## src/rtl/dcache_bus_agent.sv

```systemverilog
// Data-cache side bus agent: two-word block fills and writebacks toward the bus
// controller, plus snoop service (lookup, response, dirty-block transfer to the bus).
module dcache_bus_agent (
  input  logic        CLK,
  input  logic        nRST,
  input  logic        req_rd,
  input  logic        req_rdx,
  input  logic        req_wb,
  input  logic [31:0] req_addr,
  input  logic [31:0] wb_data0,
  input  logic [31:0] wb_data1,
  output logic [31:0] fill_data0,
  output logic [31:0] fill_data1,
  output logic        fill_done,
  output logic        wb_done,
  output logic [31:0] snp_addr,
  input  logic        snp_hit,
  input  logic        snp_dirty,
  input  logic [31:0] snp_data0,
  input  logic [31:0] snp_data1,
  output logic        snp_inv,
  output logic        snp_clean,
  output logic        dREN,
  output logic        dWEN,
  output logic        cctrans,
  output logic        ccwrite,
  output logic [31:0] daddr,
  output logic [31:0] dstore,
  input  logic        dwait,
  input  logic        ccwait,
  input  logic        ccinv,
  input  logic [31:0] dload,
  input  logic [31:0] ccsnoopaddr,
  output logic        busy
);

  typedef enum logic [3:0] {
    IDLE, WB0, WB1, RD0, RD1, SNP_LOOK, SNP_RESP, SNP_TX0, SNP_TX1
  } state_t;

  state_t      state_q;
  logic [31:0] snp_addr_q, word0_q, word1_q, fill0_q, fill1_q;
  logic        inv_q, fill_done_q, wb_done_q, snp_inv_q, snp_clean_q;

  always_ff @(posedge CLK or negedge nRST) begin
    if (!nRST) begin
      state_q     <= IDLE;
      snp_addr_q  <= '0;
      word0_q     <= '0;
      word1_q     <= '0;
      fill0_q     <= '0;
      fill1_q     <= '0;
      inv_q       <= 1'b0;
      fill_done_q <= 1'b0;
      wb_done_q   <= 1'b0;
      snp_inv_q   <= 1'b0;
      snp_clean_q <= 1'b0;
    end else begin
      fill_done_q <= 1'b0;
      wb_done_q   <= 1'b0;
      snp_inv_q   <= 1'b0;
      snp_clean_q <= 1'b0;
      case (state_q)
        IDLE: begin
          if (ccwait) begin
            snp_addr_q <= ccsnoopaddr;
            state_q    <= SNP_LOOK;
          // a request is still high during its own done pulse; do not restart it
          end else if (!fill_done_q && !wb_done_q) begin
            if (req_wb)                 state_q <= WB0;
            else if (req_rdx || req_rd) state_q <= RD0;
          end
        end
        WB0: if (!dwait) state_q <= WB1;
        WB1: if (!dwait) begin
          state_q   <= IDLE;
          wb_done_q <= 1'b1;
        end
        RD0: begin
          if (!dwait) begin
            fill0_q <= dload;
            state_q <= RD1;
          end else if (ccwait) begin
            snp_addr_q <= ccsnoopaddr;
            state_q    <= SNP_LOOK;
          end
        end
        RD1: if (!dwait) begin
          fill1_q     <= dload;
          state_q     <= IDLE;
          fill_done_q <= 1'b1;
        end
        SNP_LOOK: state_q <= SNP_RESP;
        SNP_RESP: begin
          word0_q <= snp_data0;
          word1_q <= snp_data1;
          inv_q   <= snp_hit & ccinv;
          if (snp_hit && snp_dirty) begin
            state_q <= SNP_TX0;
          end else if (!ccwait) begin
            state_q   <= IDLE;
            snp_inv_q <= snp_hit & ccinv;
          end
        end
        SNP_TX0: if (!dwait) state_q <= SNP_TX1;
        SNP_TX1: if (!dwait) begin
          state_q     <= IDLE;
          snp_inv_q   <= inv_q;
          snp_clean_q <= ~inv_q;
        end
        default: state_q <= IDLE;
      endcase
    end
  end

  // Bus-side outputs decode straight from the registered state.
  always_comb begin
    dREN     = 1'b0;
    dWEN     = 1'b0;
    cctrans  = 1'b0;
    ccwrite  = 1'b0;
    daddr    = '0;
    dstore   = '0;
    snp_addr = '0;
    case (state_q)
      WB0: begin
        dWEN   = 1'b1;
        daddr  = req_addr;
        dstore = wb_data0;
      end
      WB1: begin
        dWEN   = 1'b1;
        daddr  = req_addr + 32'd4;
        dstore = wb_data1;
      end
      RD0: begin
        dREN    = 1'b1;
        cctrans = 1'b1;
        ccwrite = req_rdx;
        daddr   = req_addr;
      end
      RD1: begin
        dREN    = 1'b1;
        cctrans = 1'b1;
        ccwrite = req_rdx;
        daddr   = req_addr + 32'd4;
      end
      SNP_LOOK: snp_addr = snp_addr_q;
      SNP_RESP: begin
        snp_addr = snp_addr_q;
        cctrans  = 1'b1;
        ccwrite  = snp_hit & snp_dirty;
      end
      SNP_TX0: begin
        cctrans = 1'b1;
        ccwrite = 1'b1;
        daddr   = snp_addr_q;
        dstore  = word0_q;
      end
      SNP_TX1: begin
        cctrans = 1'b1;
        ccwrite = 1'b1;
        daddr   = snp_addr_q + 32'd4;
        dstore  = word1_q;
      end
      default: ;
    endcase
  end

  assign fill_data0 = fill0_q;
  assign fill_data1 = fill1_q;
  assign fill_done  = fill_done_q;
  assign wb_done    = wb_done_q;
  assign snp_inv    = snp_inv_q;
  assign snp_clean  = snp_clean_q;
  assign busy       = (state_q != IDLE);

endmodule

```

## config.mk

```make
export PLATFORM = sky130hd
export DESIGN_NAME = dcache_bus_agent
export DESIGN_NICKNAME = d
export VERILOG_FILES = /design/src/rtl/dcache_bus_agent.sv
export SDC_FILE = /design/constraint.sdc
export NUM_CORES = 1
export LEC_CHECK = 0
export BUFFER_PORTS_ARGS = -buffer_cell sky130_fd_sc_hd__buf_2
export CAP_MARGIN = 20
export CORE_AREA = 2 2 157 159
export CTS_CLUSTER_DIAMETER = 150
export CTS_CLUSTER_SIZE = 24
export DETAILED_ROUTE_END_ITERATION = 16
export DIE_AREA = 0 0 159 161
export GPL_ROUTABILITY_DRIVEN = 0
export PLACE_DENSITY_LB_ADDON = 0.2
export SLEW_MARGIN = 40
export SYNTH_ARGS = -nofsm -noshare
export SYNTH_HDL_FRONTEND = slang
export SYNTH_SLANG_ARGS = --single-unit
```

## constraint.sdc

```tcl
create_clock -name CLK -period 9.6 [get_ports CLK]
set_input_delay 0.96 -clock CLK [delete_from_list [all_inputs] [get_ports CLK]]
set_output_delay 0.96 -clock CLK [all_outputs]
set_load 0.02 [all_outputs]
```

==> impl_results.md <==
- DR DRC count: 0
- DRT Wirelength: 31,800 um
- Level count of the clock H-tree: 4
- Mapped Cells: 963
- Worst VDD drop: 173 uV
- Crit Path Class: flop to primary output
- Post-route setup TNS: 0 ns
- Worst reg2reg path startpoint: state_q[3]
- Ports: between 400 and 500
- CTS sink count: ~170
- WL/cell: ~19 um
- Initial core utilization: 39.2%
- Worst skew pair latency: 0.44 ns
- CTS tree: built
- DR vias/cell: 5.42
- Post-synth cell types: 59
- GRT overflow: 0
- Worst R2R Path Depth: 4
- Worst-Margin Slew: 0.811 ns
- Die ar.: 25,600 um^2
- Leak: 6.24 nW
- # setup viols final: 0
- Syn_area_per_cell: 9.75 um^2
- Max Buffers Root-to-Sink: 2
- Cell Area, Synth: approximately 9400 um^2
- Hold Crit Class: primary input to async pin
- Clock Pin Slew Worst Setup and Hold Paths: 0.09 ns
- DIE WIDTH: 159 um
- Total track usage: 24.4%
- Dpl cells: 1,629
- First-pass GRT wire length: 50,100 um
- Vias: 9,038
- Sequential fraction of the synthesis area: approximately 45%
- Drt pass-1 iters: 5
- Post_cts resized: 0
- Hold-fix buffers, CTS: 0
- CP endpoint kind: primary output
- Largest net degree at the start of global routing: 105
- Async set-reset flop share out of synthesis: 100%
- Antenna violations before repair: 4
- Ys flop type: dfrtp_1
- DRT iter0 DRCs: 710
- Worst-case clock skew: 0.0261 ns
- WHS: approximately 0.38 ns
- Nets: 1,561
- Die H: about 160 um
- Max_cap viols: 0
- Outcome: finished clean
- Final period util: 59.9%
- Antenna viol nets, final: 0
- #FFs+latches synth: approximately 170
- Post-synth EDFFs: 0
- RSZ-0062 raised after global routing: false
- FF-to-FF setup slack: 7.03 ns
- Fin crit period: 5.75 ns
- YS warnings: 0
- Dpl hpwl: 22,700 um
- Worst path arrival time: 4.79 ns
- Setup Buffers After CTS: 0
- Crit Path Max Fanout: 56
- Syn_nets: 1,198
- Slew HR: 45.8%
- R2r endpoint: state_q[3]
- Area growth syn-to-layout: 31.9%
- Total CTS buffers: 17
- Final Max Tran Viols: 0
- FP Rows: between 50 and 60
- Layout cells sized above 1: 42.3%
- Worst EP required: ~8.6 ns
- Top-area cell type share of the netlist area: 45.0%
- Root buffer cell: clkbuf_16
- Vias in the first global route: 8,943
- Total core area: 24,000 um^2
- Final non-filler cell total: 1,667
- Synth area leaders: dfrtp_1 (45%), mux2_2 (12%), nand2_1 (9.0%)
- Final Hold Fails: 0
- Pwr/cell area: 330 nW/um^2
- Fmax: 174 MHz
- Synth area leader: dfrtp_1
- Crit path from: state_q[3]
- IO buf count: 402
- Crit start category: flop
## worst max path at each step
stage                      endpoint
final                     daddr[26]
after CTS                 daddr[30]
after floorplan           daddr[18]
after global routing      daddr[30]
after detailed placement  daddr[26]
after global placement    daddr[26]
## metal layers
metal  track usage (%)  part of all wire, %  up-vias
met5                 0                    0        -
met4              7.19                  2.1        0
met3              5.83                  7.0       38
met2              41.0                   50      379
met1              31.3                   41     4395
li1                  -                    -     4226
## placed cells by master (no fill, tap or decap), types with 9 or more instances in the layout
cell type,instances
clkbuf_16,17
and2_1,34
nand4_1,17
xnor2_1,15
a221o_1,34
mux2i_1,27
nor3_1,9
mux2_2,103
nor2_1,18
nand2_1,225
xor2_1,10
dfrtp_1,168
a22o_1,36
nand3_1,32
and3_1,12
buf_2,401
a22oi_1,29
o21ai_0,28
buf_4,12
## power by group
part / total, mW / leakage, nW / internal [mW] / switching, mW
sequential: 1.40 / 2.05 / 1.06 / 0.334
combinational: 1.98 / 3.89 / 0.787 / 1.19
clock: 0.720 / 0.304 / 0.363 / 0.357
total: 4.09 / 6.24 / 2.21 / 1.88
## state kept, by name, indices dropped and copies added (netlist names)
name        count
snp_addr_q     32
wb_done         1
word0_q        32
fill_done       1
snp_inv         1
snp_clean       1
state_q         4
word1_q        32
fill_data0     32
fill_data1     32
inv_q           1
## worst max-delay path, cell delays in order, from the launching register on
cell and delay [ns]:
dfrtp_1 0.83, nor4b_4 0.40, buf_4 0.26, buf_4 0.55, nand2_1 0.12, nand2_1 0.09, ha_1 0.35, inv_1 0.14
or4_1 0.56, o22ai_2 0.50, a311o_1 0.26, nand3_1 0.06, buf_2 0.16
## logic make-up after synthesis
group,share of synthesized area (%)
and+or+nand+nor,19.4
AOI/OAI and AO/OA,14.8
DFF,45.0
xor gates and xnor gates,2.33
muxes,15.2
buffers and inverters,3.10
adders and majority gates,0.133
## area by class of cell
class | instances | area, um^2
Timing Repair Buffer | 416 | 2150
Multi-Input combinational cell | 718 | 4940
Antenna cell | 4 | 10.0
Sequential cell | 169 | 4230
Fill cell | 2303 | 11600
Inverter | 4 | 15.0
Clock buffer | 17 | 425
Clock inverter | 15 | 209
Tap cell | 324 | 405
## stage by stage
step | cell area, um^2 | power [mW] | worst slack [ns] | utilization [%]
floorplan | 9390 | 2.63 | 4.63 | -
global placement | 11700 | 3.35 | 3.89 | 48.8
detailed placement | 11700 | 3.38 | 4.11 | 48.8
CTS | 12300 | 4.12 | 3.64 | 51.5
global route | 12400 | 4.35 | 3.54 | 51.7
finish | 12400 | 4.09 | 3.85 | 51.7
## cell usage after synthesis (2+ instances only)
| library cell | n |
|---|---|
| a211o_1 | 3 |
| a211oi_1 | 4 |
| a21oi_1 | 6 |
| a221o_1 | 34 |
| a222oi_1 | 4 |
| a22o_1 | 36 |
| a22oi_1 | 29 |
| and2_1 | 34 |
| and3_1 | 12 |
| and4_1 | 7 |
| buf_1 | 7 |
| buf_2 | 5 |
| clkbuf_1 | 60 |
| dfrtp_1 | 169 |
| inv_1 | 4 |
| mux2_2 | 103 |
| mux2i_1 | 27 |
| nand2_1 | 226 |
| nand3_1 | 32 |
| nand4_1 | 17 |
| nand4b_1 | 3 |
| nor2_1 | 20 |
| nor2b_1 | 4 |
| nor3_1 | 11 |
| nor3b_1 | 3 |
| nor4_1 | 6 |
| o211ai_1 | 3 |
| o21a_1 | 3 |
| o21ai_0 | 28 |
| o221ai_1 | 2 |
| o22ai_1 | 2 |
| o311ai_0 | 2 |
| o31a_1 | 2 |
| o31ai_1 | 5 |
| o32ai_1 | 2 |
| or3_1 | 2 |
| xnor2_1 | 15 |
| xor2_1 | 10 |
No activity file was read; power rests on OpenSTA's default activity.
